File: src/rtl/input_conditioner_pkg.sv
// input_conditioner_pkg: shared repeat-state encoding and counter sizing helpers.
package input_conditioner_pkg;
   typedef enum logic [1:0] {IDLE, WAIT, REPEAT} rpt_state_t;
   function automatic int cnt_width(input int n);
      return $clog2(n + 1);
   endfunction
   function automatic int max_int(input int a, input int b);
      return (a > b) ? a : b;
   endfunction
endpackage

File: src/rtl/input_conditioner_channel.sv
// cond_channel: one input channel -- synchronizer, debouncer, edge pulses and auto-repeat.
module cond_channel
   import input_conditioner_pkg::*;
#(
   parameter int NSYNC           = 3,
   parameter int DEBOUNCE_CYCLES = 1_000_000,
   parameter int REPEAT_DELAY    = 50_000_000,
   parameter int REPEAT_PERIOD   = 10_000_000
) (
   input  logic clk_in,
   input  logic rst_in,
   input  logic raw_in,
   input  logic repeat_en,
   output logic level_out,
   output logic rise_out,
   output logic fall_out,
   output logic repeat_out
);
   localparam int DW = cnt_width(DEBOUNCE_CYCLES);
   localparam int RW = cnt_width(max_int(REPEAT_DELAY, REPEAT_PERIOD));
   localparam logic [DW-1:0] DB_LAST = DW'(DEBOUNCE_CYCLES - 1);
   localparam logic [RW-1:0] RD_LAST = RW'(REPEAT_DELAY - 1);
   localparam logic [RW-1:0] RP_LAST = RW'(REPEAT_PERIOD - 1);
   logic [NSYNC-1:0] sync;
   logic [DW-1:0] cnt;
   logic [RW-1:0] rpt;
   logic sync_c, cand, lvl_nxt, rise_nxt, fall_nxt;
   rpt_state_t state;
   assign sync_c   = sync[NSYNC-1];
   assign lvl_nxt  = (sync_c == cand && cnt == DB_LAST) ? cand : level_out;
   assign rise_nxt = lvl_nxt & ~level_out;
   assign fall_nxt = ~lvl_nxt & level_out;
   always_ff @(posedge clk_in or posedge rst_in) begin
      if (rst_in) begin
         sync      <= '0;
         cand      <= 1'b0;
         cnt       <= '0;
         level_out <= 1'b0;
         rise_out  <= 1'b0;
         fall_out  <= 1'b0;
      end else begin
         sync      <= {sync[NSYNC-2:0], raw_in};
         cand      <= sync_c;
         cnt       <= (sync_c != cand) ? '0 : (cnt == DB_LAST) ? cnt : cnt + 1'b1;
         level_out <= lvl_nxt;
         rise_out  <= rise_nxt;
         fall_out  <= fall_nxt;
      end
   end
   // a low next level (including a fall) always wins over a due repeat pulse
   always_ff @(posedge clk_in or posedge rst_in) begin
      if (rst_in) begin
         state      <= IDLE;
         rpt        <= '0;
         repeat_out <= 1'b0;
      end else begin
         repeat_out <= 1'b0;
         if (!lvl_nxt) begin
            state <= IDLE;
            rpt   <= '0;
         end else if (rise_nxt) begin
            state      <= WAIT;
            rpt        <= '0;
            repeat_out <= 1'b1;
         end else if (!repeat_en) begin
            state <= WAIT;
            rpt   <= '0;
         end else begin
            case (state)
               WAIT: begin
                  state      <= (rpt == RD_LAST) ? REPEAT : WAIT;
                  rpt        <= (rpt == RD_LAST) ? '0 : rpt + 1'b1;
                  repeat_out <= (rpt == RD_LAST);
               end
               REPEAT: begin
                  rpt        <= (rpt == RP_LAST) ? '0 : rpt + 1'b1;
                  repeat_out <= (rpt == RP_LAST);
               end
               default: begin
                  state <= IDLE;
                  rpt   <= '0;
               end
            endcase
         end
      end
   end
endmodule

File: src/rtl/input_conditioner.sv
// input_conditioner: conditions NCH asynchronous inputs into clean levels, edge pulses and auto-repeat.
module input_conditioner
   import input_conditioner_pkg::*;
#(
   parameter int NCH             = 5,
   parameter int NSYNC           = 3,
   parameter int DEBOUNCE_CYCLES = 1_000_000,
   parameter int REPEAT_DELAY    = 50_000_000,
   parameter int REPEAT_PERIOD   = 10_000_000
) (
   input  logic           clk_in,
   input  logic           rst_in,
   input  logic [NCH-1:0] raw_in,
   input  logic [NCH-1:0] repeat_en,
   output logic [NCH-1:0] level_out,
   output logic [NCH-1:0] rise_out,
   output logic [NCH-1:0] fall_out,
   output logic [NCH-1:0] repeat_out
);
   for (genvar g = 0; g < NCH; g++) begin : gen_ch
      cond_channel #(
         .NSYNC(NSYNC),
         .DEBOUNCE_CYCLES(DEBOUNCE_CYCLES),
         .REPEAT_DELAY(REPEAT_DELAY),
         .REPEAT_PERIOD(REPEAT_PERIOD)
      ) u_ch (
         .clk_in(clk_in),
         .rst_in(rst_in),
         .raw_in(raw_in[g]),
         .repeat_en(repeat_en[g]),
         .level_out(level_out[g]),
         .rise_out(rise_out[g]),
         .fall_out(fall_out[g]),
         .repeat_out(repeat_out[g])
      );
   end
endmodule

File: config.mk
export PLATFORM = sky130hd
export DESIGN_NAME = input_conditioner
export DESIGN_NICKNAME = d
export VERILOG_FILES = /design/src/rtl/input_conditioner_pkg.sv /design/src/rtl/input_conditioner_channel.sv /design/src/rtl/input_conditioner.sv
export SDC_FILE = /design/constraint.sdc
export NUM_CORES = 1
export LEC_CHECK = 0
export BUFFER_PORTS_ARGS = -buffer_cell sky130_fd_sc_hd__buf_2
export CAP_MARGIN = 15
export CORE_ASPECT_RATIO = 1.2
export CORE_UTILIZATION = 60
export CTS_BUF_LIST = sky130_fd_sc_hd__clkbuf_16
export CTS_CLUSTER_DIAMETER = 120
export CTS_CLUSTER_SIZE = 24
export DETAILED_ROUTE_END_ITERATION = 6
export GPL_TIMING_DRIVEN = 0
export PLACE_DENSITY = 0.77
export SYNTH_ARGS = -nofsm -noshare
export SYNTH_HDL_FRONTEND = slang
export SYNTH_SLANG_ARGS = --single-unit
File: constraint.sdc
create_clock -name clk_in -period 10.45 [get_ports clk_in]
set_clock_uncertainty 0.15 [all_clocks]
set_input_delay 1.045 -clock clk_in [delete_from_list [all_inputs] [get_ports clk_in]]
set_output_delay 1.045 -clock clk_in [all_outputs]
set_load 0.02 [all_outputs]
# Yosys cells after proc, flatten, opt, wreduce, memory -nomap -nowiden
# Cells that the tools add are included.
[totals]
ff_bits = 280
output_inout_bits = 20
[op_classes]
addsub = 10
eq_ne = 45
mux = 90
bitwise = 20
reduce_logical = 5
[ops]
columns = ["op", "n"]
rows = [
  ["two-way mux 26 bit", 25],
  ["case mux 26 bit (2 select lines)", 5],
  ["two-way mux 20 bit", 10],
  ["adder 26 x 1 -> 26 bit (second input constant)", 5],
  ["equality test 26 x 24 -> 1 bit (second input constant)", 5],
  ["equality test 26 bit (second input constant)", 5],
  ["adder 20 x 1 -> 20 bit (second input constant)", 5],
  ["equality test 20 bit (second input constant)", 5],
  ["two-way mux 2 bit", 20],
  ["two-way mux 1 bit", 20],
  ["!= test 4 bit (second input constant)", 5],
  ["case mux 2 bit (2 select lines)", 5],
  ["bitwise AND 1 bit", 10],
  ["equality test 2 x 1 -> 1 bit (second input constant)", 5],
  ["equality test 2 bit (second input constant)", 5],
  ["!= test 2 bit (second input constant)", 5],
  ["inverter 1 bit", 10],
  ["case mux 1 bit (2 select lines)", 5],
  ["equality test 1 bit", 5],
  ["logical AND 1 bit", 5],
  ["!= test 1 bit", 5],
]

# Depth between registers and ports, before layout
# Gate-level depths: netlist of run 1.
[logic_depth]
ltp_word = 6
depth_mapped = 9
ltp_nobuf = 6

# Hierarchy
# Synthesis of run 1 repeated with hierarchy kept, for this count alone.
[unflattened]
cells_unflattened = 1495
area_unflattened_um2 = 14445.1
[modules_own_cells]
columns = ["mod", "n_inst", "cells_each", "area_per_inst_um2"]
rows = [
  ["cond_channel", 5, 299, 2889.0],
]

# Worst setup path before layout of run 1
# Ideal clock, no wire load.
[synth_timing]
path_type = "flip-flop to flip-flop"
from = "register gen_ch[0].u_ch.rpt[8]"
to = "register gen_ch[0].u_ch.rpt[23]"
setup_ns = 0.119
arrival_time_ns = 2.162
required_time_ns = 10.181
path_slack_ns = 8.020
stages_incl_launch_ff = 8
n_path_buf = 2
synth_period_minus_slack_ns = 2.430
path_cell_list = "dfrtp_1 -> or4_1 -> or4_4 -> o31ai_2 -> a221o_1 -> buf_6 -> buf_6 -> nor2_1"
[synth_between]
elab_chain_len = 6
elab_cells_between_ends = 9
cone_classes = "add/sub: 1; eq/ne: 2; mux: 6"
[synth_lines]
columns = ["element", "line_no", "text"]
rows = [
  ["start, declared", "input_conditioner_channel.sv:26", "logic [RW-1:0] rpt;"],
  ["start signal, assigned", "input_conditioner_channel.sv:72", "rpt <= (rpt == RD_LAST) ? '0 : rpt + 1'b1;"],
  ["start signal, assigned", "input_conditioner_channel.sv:76", "rpt <= (rpt == RP_LAST) ? '0 : rpt + 1'b1;"],
  ["adder 26 x 1 -> 26 bit, or another cell as far along", "input_conditioner_channel.sv:72, input_conditioner_channel.sv:76", ""],
  ["two-way mux 26 bit, on equally long branches", "input_conditioner_channel.sv:76, input_conditioner_channel.sv:72", ""],
  ["case mux 26 bit (2 select lines) (*)", "input_conditioner_channel.sv:69", "case (state)"],
  ["two-way mux 26 bit (*)", "input_conditioner_channel.sv:65", "end else if (!repeat_en) begin"],
  ["two-way mux 26 bit (*)", "input_conditioner_channel.sv:61", "end else if (rise_nxt) begin"],
  ["two-way mux 26 bit (*)", "input_conditioner_channel.sv:58", "if (!lvl_nxt) begin"],
]
# Mark *: on every way between the ends. The rest lies on a longest branch, timed or not.
# A chain may end at the register's enable or synchronous reset.

# Worst setup path in the final report of run 1
[layout_timing]
from = "register gen_ch[2].u_ch.rpt[0]"
to = "register gen_ch[2].u_ch.rpt[8]"
[layout_between]
elab_chain_len = 6
elab_cells_between_ends = 9
cone_classes = "add/sub: 1; eq/ne: 2; mux: 6"
[layout_lines]
columns = ["element", "line_no"]
rows = [
  ["start, declared", "input_conditioner_channel.sv:26"],
  ["start signal, assigned", "input_conditioner_channel.sv:72"],
  ["start signal, assigned", "input_conditioner_channel.sv:76"],
  ["adder 26 x 1 -> 26 bit, or another cell as far along", "input_conditioner_channel.sv:72, input_conditioner_channel.sv:76"],
  ["two-way mux 26 bit, on equally long branches", "input_conditioner_channel.sv:76, input_conditioner_channel.sv:72"],
  ["case mux 26 bit (2 select lines) (*)", "input_conditioner_channel.sv:69"],
  ["two-way mux 26 bit (*)", "input_conditioner_channel.sv:65"],
  ["two-way mux 26 bit (*)", "input_conditioner_channel.sv:61"],
  ["two-way mux 26 bit (*)", "input_conditioner_channel.sv:58"],
]
# Marks and branches as above.

==> results of run 1 <==
flip-flops by register name (all words and copies together), names as in the netlist:
| signal | flops |
|---|---|
| gen_ch.u_ch.rpt | 130 |
| gen_ch.u_ch.cnt | 100 |
| gen_ch.u_ch.sync | 15 |
| gen_ch.u_ch.state | 10 |
| gen_ch.u_ch.cand | 5 |
| gen_ch.u_ch.fall_out | 5 |
| gen_ch.u_ch.level_out | 5 |
| gen_ch.u_ch.repeat_out | 5 |
| gen_ch.u_ch.rise_out | 5 |
power by group through the flow:
stage                     Combinational (µW)  Sequential [µW]  Clock (µW)
after floorplan                         47.4             1130           0
final                                   65.2             1110         597
after global placement                  62.4             1130           0
after detailed placement                67.6             1130           0
after global routing                    77.9             1110         653
after CTS                               68.0             1110         619
worst reg2reg max path, delay by kind of cell (launching register included):
kind,cells,cell delay [ns]
adders and majority gates,1,0.17
buffers and inverters,3,0.89
DFF,1,0.42
AOI/OAI and AO/OA,2,0.76
and+or+nand+nor,3,0.46
layout by cell type, fill, tap and decap left out, types with 4 or more instances in the layout:
| cell | n |
|---|---|
| o211ai_1 | 5 |
| nand2_1 | 80 |
| nor3_1 | 87 |
| clkbuf_16 | 15 |
| clkbuf_1 | 35 |
| o41ai_1 | 4 |
| inv_1 | 52 |
| nor2_1 | 186 |
| nand4_1 | 73 |
| or3_1 | 22 |
| a21oi_1 | 34 |
| and4_1 | 30 |
| and2_1 | 12 |
| xnor2_1 | 81 |
| nor4b_1 | 10 |
| o31ai_1 | 8 |
| ha_1 | 25 |
| and3_1 | 44 |
| buf_2 | 40 |
| nor4_1 | 24 |
| o21ai_0 | 21 |
| nand3_1 | 91 |
| nor4bb_1 | 7 |
| o31a_1 | 6 |
| xor2_1 | 118 |
| buf_4 | 21 |
| nand3b_1 | 4 |
| nor2b_1 | 5 |
| a31oi_1 | 4 |
| a211oi_1 | 10 |
| buf_6 | 5 |
| or4_1 | 8 |
| dfrtp_1 | 280 |
metrics by stage:
step | setup slack, ns | util [%]
2_1_floorplan | 1.53 | -
3_3_place_gp | -1.36 | 63.7
3_5_place_dp | 7.50 | 63.9
4_1_cts | 7.48 | 65.6
5_1_grt | 7.26 | 65.6
6_report | 7.46 | 65.6
final timing paths:
check / startpoint / end / cells past startpoint
hold / removal: gen_ch[2].u_ch.sync[0] / gen_ch[2].u_ch.sync[1] / 0
min in group asynchronous: rst_in / gen_ch[4].u_ch.rpt[25] / 2
setup reg to reg: gen_ch[2].u_ch.rpt[0] / gen_ch[2].u_ch.rpt[8] / 9
setup / recovery: gen_ch[2].u_ch.rpt[0] / gen_ch[2].u_ch.rpt[8] / 9
max in group asynchronous: rst_in / gen_ch[0].u_ch.rpt[1] / 3
hold reg to reg: gen_ch[2].u_ch.sync[0] / gen_ch[2].u_ch.sync[1] / 0
synth_stat cells (4+ instances only):
library cell  number
dfrtp_1          280
nor2_1           186
xor2_1           118
nand3_1           91
nor3_1            87
xnor2_1           81
nand2_1           80
nand4_1           73
inv_1             53
and3_1            44
clkbuf_1          35
a21oi_1           34
and4_1            30
ha_1              25
nor4_1            24
or3_1             22
buf_4             21
o21ai_0           21
and2_1            12
a211oi_1          10
nor4b_1           10
buf_2              8
o31ai_1            8
or4_1              8
nor4bb_1           7
o31a_1             6
buf_6              5
nor2b_1            5
o211ai_1           5
a31oi_1            4
nand3b_1           4
o41ai_1            4
per-layer routing:
metal	up-vias	wire length [µm]	share of wire, %	GRT usage (%)
met3	30	730	2.7	2.29
met2	139	13300	50	40.9
li1	5218	-	-	-
met4	0	410	1.5	5.75
met1	5292	12200	46	30.6
met5	-	0	0	0
cell type report:
type                       instances  area, µm²
fill                            1881       8000
tap                              315        394
timing repair buffer              35        220
multi-input combinational       1056       6680
inverter                          53        206
clock buffer                      15        375
buffer                            69        385
clock inverter                     1       8.76
sequential                       280       7010
cells by family after synthesis:
| logic type | Yosys count | share of synthesized area (%) |
|---|---|---|
| flops | 280 | 49.1 |
| fa+ha+maj | 25 | 2.19 |
| simple gates | 705 | 26.3 |
| mux | 3 | 0.210 |
| compound gates | 124 | 5.90 |
| buf+inv | 122 | 4.10 |
| xor+xnor | 199 | 12.2 |
==> results.sh, run 1 <==
export IMPL_outcome="finished, final reports clean"
export IMPL_cp_max_fo=10
export IMPL_period_needed_ns=2.99
export IMPL_numCtsBuffers=15
export IMPL_n_antenna_cell=0
export IMPL_grt_pass1_vias=10400
export IMPL_floorplan_initialDensity_pct=61.3
export IMPL_hpwl_mm=18.5
export IMPL_startpoint_type="flip-flop"
export IMPL_drive_above_1_share_pct=6.36
export IMPL_stdcell_count=1824
export IMPL_first_iter_violations=561
export IMPL_p_leak_uw=0.00626
export IMPL_firstDrtPassIters=5
export IMPL_slowest_delay_ns=0.57
export IMPL_netlist_top_cell_by_area="dfrtp_1"
export IMPL_critPathKind="flip-flop to flip-flop"
export IMPL_rrSetupSlack_ns=7.46
export IMPL_yosysSeqAreaShare_pct=49.1
export IMPL_cts_max_level=1
export IMPL_placed_cell_area_um2=14900
export IMPL_power_uw=1770
export IMPL_syn_nets=1495
export IMPL_ios=32
export IMPL_max_freq_ghz=0.335
export IMPL_async_flop_share_pct=100
export IMPL_grt_max_degree=110
export IMPL_final_nets=1547
export IMPL_postLayoutCellArea_um2=15300
export IMPL_antenna_found_initial=0
export IMPL_rsz0062_at_grt="false"
export IMPL_post_drt_wl_per_cell_um=14.6
export IMPL_tns_ns=0
export IMPL_clkPwrFrac_pct=33.7
export IMPL_drc=0
export IMPL_place_inst=1806
export IMPL_crit_buf_inv=3
export IMPL_synth_area_um2=14300
export IMPL_ys_flop_type="dfrtp_1"
export IMPL_grt_total_usage_pct=23.2
export IMPL_clk_pin_slew_ns=0.09
export IMPL_synth_edf_count=0
export IMPL_post_route_period_util_pct=28.6
export IMPL_worstSetupEndpointType="flip-flop"
export IMPL_wl_mm=26.7
export IMPL_cts_root_buffer="clkbuf_16"
export IMPL_port_buffers=31
export IMPL_core_area_um2=23300
export IMPL_maxSlewHeadroom_pct=36.2
export IMPL_p_int_uw=1370
export IMPL_drv_cap=0
export IMPL_dieArea_um2=24400
export IMPL_dieWidth_um=143
export IMPL_drv_slew=0
export IMPL_hold_viol_final=0
export IMPL_worstPathRequired_ns=10.68
export IMPL_fp_row_count=61
export IMPL_synth_cell_type_count=67
export IMPL_ant_nets=0
export IMPL_cts_tree="done"
export IMPL_ys_top_cells_by_area="dfrtp_1, xor2_1, xnor2_1"
export IMPL_vias=10700
export IMPL_die_y_um=171
export IMPL_cp_slowest_cell="o41ai_1"
export IMPL_ctsHoldBuffers=0
export IMPL_area_growth_pct=7.05
export IMPL_hold_path_class="flip-flop to flip-flop"
export IMPL_clkLatencyLatePin_ns=0.49
export IMPL_power_density_nw_per_um2=116
export IMPL_syn_inst=1458
export IMPL_cts_buffer_depth=3
export IMPL_seq_power_share_pct=62.6
export IMPL_vias_per_cell=5.85
export IMPL_gp_congestion=0.866
export IMPL_numClockSinks=280
export IMPL_cp_arrival_ns=3.21
export IMPL_p_sw_uw=398
export IMPL_power_switching_share_pct=22.4
export IMPL_path_cells="ha_1 -> and3_1 -> clkbuf_1 -> nand4_1 -> o41ai_1 -> a211o_1 -> clkbuf_1 -> buf_2 -> nor3_1"
export IMPL_synth_avg_cell_area_um2=9.79
export IMPL_overflow=0
export IMPL_yosys_warnings=0
export IMPL_crit_family="buffers and inverters"
export IMPL_ir_drop_mv=0.151
export IMPL_cts_resized=0
export IMPL_path_common_cell="clkbuf_1"
export IMPL_holdWs_ns=0.205
export IMPL_netlist_area_leader_share_pct=49.1
export IMPL_cts_setup_buffers=0
export IMPL_synth_seq_cells=280
export IMPL_grt_pass1_wl_mm=47.2
export IMPL_comb_power_share_pct=3.7
export IMPL_setup_violations=0
export IMPL_worst_slew_pin_slew_ns=0.948
Note: power is estimated with default switching activity, not from simulation.
==> inputs of run 2 (changes only) <==
--- a/config.mk
+++ b/config.mk
@@ -8,13 +8,13 @@
 export BUFFER_PORTS_ARGS = -buffer_cell sky130_fd_sc_hd__buf_2
 export CAP_MARGIN = 15
 export CORE_ASPECT_RATIO = 1.2
-export CORE_UTILIZATION = 60
+export CORE_UTILIZATION = 57
 export CTS_BUF_LIST = sky130_fd_sc_hd__clkbuf_16
 export CTS_CLUSTER_DIAMETER = 120
 export CTS_CLUSTER_SIZE = 24
 export DETAILED_ROUTE_END_ITERATION = 6
 export GPL_TIMING_DRIVEN = 0
-export PLACE_DENSITY = 0.77
+export PLACE_DENSITY = 0.76
 export SYNTH_ARGS = -nofsm -noshare
 export SYNTH_HDL_FRONTEND = slang
 export SYNTH_SLANG_ARGS = --single-unit
==> constraint.sdc (replaced) <==
create_clock -name clk_in -period 2.6 [get_ports clk_in]
set_clock_uncertainty 0.15 [all_clocks]
set_input_delay 0.26 -clock clk_in [delete_from_list [all_inputs] [get_ports clk_in]]
set_output_delay 0.26 -clock clk_in [all_outputs]
set_load 0.02 [all_outputs]
==> run 2 against run 1 <==
Critical path type unchanged. Fmax grew 18%. Die area up 5.2%. Hold slack hardly changed. Critical endpoint is now gen_ch[0].u_ch.rpt[0].
==> results.sh, run 2 (synthesis gave the netlist of run 1 again) <==
export IMPL_postLayoutCellArea_um2=15700
export IMPL_drv_cap=0
export IMPL_worst_slack_ns=0.0643
export IMPL_port_buffers=31
export IMPL_p_leak_uw=0.00646
export IMPL_floorplan_initialDensity_pct=57.8
export IMPL_post_route_period_util_pct=97.5
export IMPL_die_y_um=175
export IMPL_numClockSinks=280
export IMPL_startpoint_type="flip-flop"
export IMPL_post_drt_wl_per_cell_um=14.9
export IMPL_placed_cell_area_um2=15000
export IMPL_cts_max_level=1
export IMPL_cp_max_fo=10
export IMPL_wl_mm=27.7
export IMPL_worstSetupEndpointType="flip-flop"
export IMPL_grt_pass1_wl_mm=48.2
export IMPL_ir_drop_mv=0.482
export IMPL_worst_slew_pin_slew_ns=1.05
export IMPL_cp_arrival_ns=2.76
export IMPL_final_nets=1574
export IMPL_layout_commonest_cell="dfrtp_1"
export IMPL_maxSlewHeadroom_pct=29.3
export IMPL_n_antenna_cell=0
export IMPL_cts_buffer_depth=3
export IMPL_dieWidth_um=146
export IMPL_top_register="gen_ch.u_ch.rpt"
export IMPL_fp_row_count=63
export IMPL_critPathKind="flip-flop to flip-flop"
export IMPL_clkLatencyLatePin_ns=0.50
export IMPL_hpwl_mm=19.2
export IMPL_drc=0
export IMPL_cts_tree="done"
export IMPL_antenna_found_initial=0
export IMPL_clk_pin_slew_ns=0.10
export IMPL_first_iter_violations=593
export IMPL_outcome="finished, final reports clean"
export IMPL_stdcell_count=1862
export IMPL_hold_path_class="flip-flop to flip-flop"
export IMPL_hold_viol_final=0
export IMPL_largest_reg_flops=130
export IMPL_grt_total_usage_pct=22.1
export IMPL_period_needed_ns=2.54
export IMPL_numCtsBuffers=15
export IMPL_reg_largest_list="gen_ch.u_ch.rpt x130, gen_ch.u_ch.cnt x100, gen_ch.u_ch.sync x15"
export IMPL_firstDrtPassIters=5
export IMPL_dieArea_um2=25700
export IMPL_grt_max_degree=45
export IMPL_setup_violations=0
export IMPL_vias=10800
export IMPL_drive_above_1_share_pct=9.24
export IMPL_power_density_nw_per_um2=457
export IMPL_core_area_um2=24700
export IMPL_vias_per_cell=5.82
export IMPL_area_growth_pct=10.1
export IMPL_place_inst=1820
export IMPL_worstPathRequired_ns=2.83
export IMPL_drv_slew=0
export IMPL_grt_pass1_vias=10600
export IMPL_cts_root_buffer="clkbuf_16"
export IMPL_max_freq_ghz=0.394
export IMPL_overflow=0
export IMPL_final_cell_mix="dfrtp_1, nor2_1, xor2_1, nand3_1, nor3_1"
export IMPL_holdWs_ns=0.205
export IMPL_dp_slack_ns=-0.294
export IMPL_rrSetupSlack_ns=0.06
export IMPL_tns_ns=0
export IMPL_ios=32
export IMPL_ant_nets=0
export IMPL_gp_congestion=0.855
==> run 2: changes by cell type in the layout (fill, tap and decap cells not counted), moves of 3 or more <==
| cell | change |
|---|---|
| buf_12 | +6 |
| buf_2 | -3 |
| buf_4 | +20 |
| clkbuf_1 | -11 |
| clkbuf_2 | +5 |
| dlygate4sd3_1 | +11 |
| nor3_1 | -4 |
| nor3_2 | +3 |
==> run 2: worst paths after layout <==
check | startpoint | to | cells past startpoint
min in group asynchronous | rst_in | gen_ch[4].u_ch.cnt[9] | 3
max in group asynchronous | rst_in | gen_ch[3].u_ch.state[0] | 5
setup / recovery | gen_ch[0].u_ch.rpt[11] | gen_ch[0].u_ch.rpt[0] | 7
hold / removal | gen_ch[1].u_ch.sync[0] | gen_ch[1].u_ch.sync[1] | 0
setup reg to reg | gen_ch[0].u_ch.rpt[11] | gen_ch[0].u_ch.rpt[0] | 7
hold reg to reg | gen_ch[1].u_ch.sync[0] | gen_ch[1].u_ch.sync[1] | 0
==> run 2: area by class of cell <==
cell class	count	area, µm²
Tap cell	325	407
Clock inverter	2	17.5
Buffer	63	382
Inverter	53	203
Multi-Input combinational cell	1056	6790
Sequential cell	280	7010
Timing Repair Buffer	68	533
Clock buffer	15	375
Fill cell	2005	8960
==> run 2: critical path: stages, from the launching register on <==
cell,delay [ns]
dfrtp_1,0.41
or4_1,0.53
or4_4,0.58
o31ai_4,0.26
a221o_1,0.18
buf_6,0.13
buf_8,0.13
nor2_1,0.05
==> run 2: power by group <==
part	switching (µW)	leakage (µW)	internal (µW)
clock network	1370	0.000194	1060
logic	198	0.00242	94.5
registers	57.8	0.00385	4400
==> run 2: repair_timing <==
| action | in CTS | in global routing |
|---|---|---|
| setup buffers | 7 | 12 |
| hold buffers | 11 | 0 |
| resized for setup | 12 | 24 |
| setup endpoints to repair | 112 | 114 |
| endpoints found under the hold margin | 51 | 0 |
| pin swaps | 6 | 7 |
==> run 2: routing by layer <==
layer / global-route usage [%] / wire length (µm) / vias up
met1: 28.5 / 12400 / 5368
met2: 39.5 / 14000 / 160
met3: 2.05 / 760 / 42
met4: 6.42 / 535 / 0
met5: 0 / 0 / -
li1: - / - / 5276
==> run 2: metrics by stage <==
step	utilization [%]	total power, µW
after detailed placement	60.6	4830
after CTS	63.0	7270
final	63.7	7180
after global placement	60.1	4800
after global routing	63.7	7460
after floorplan	-	4730
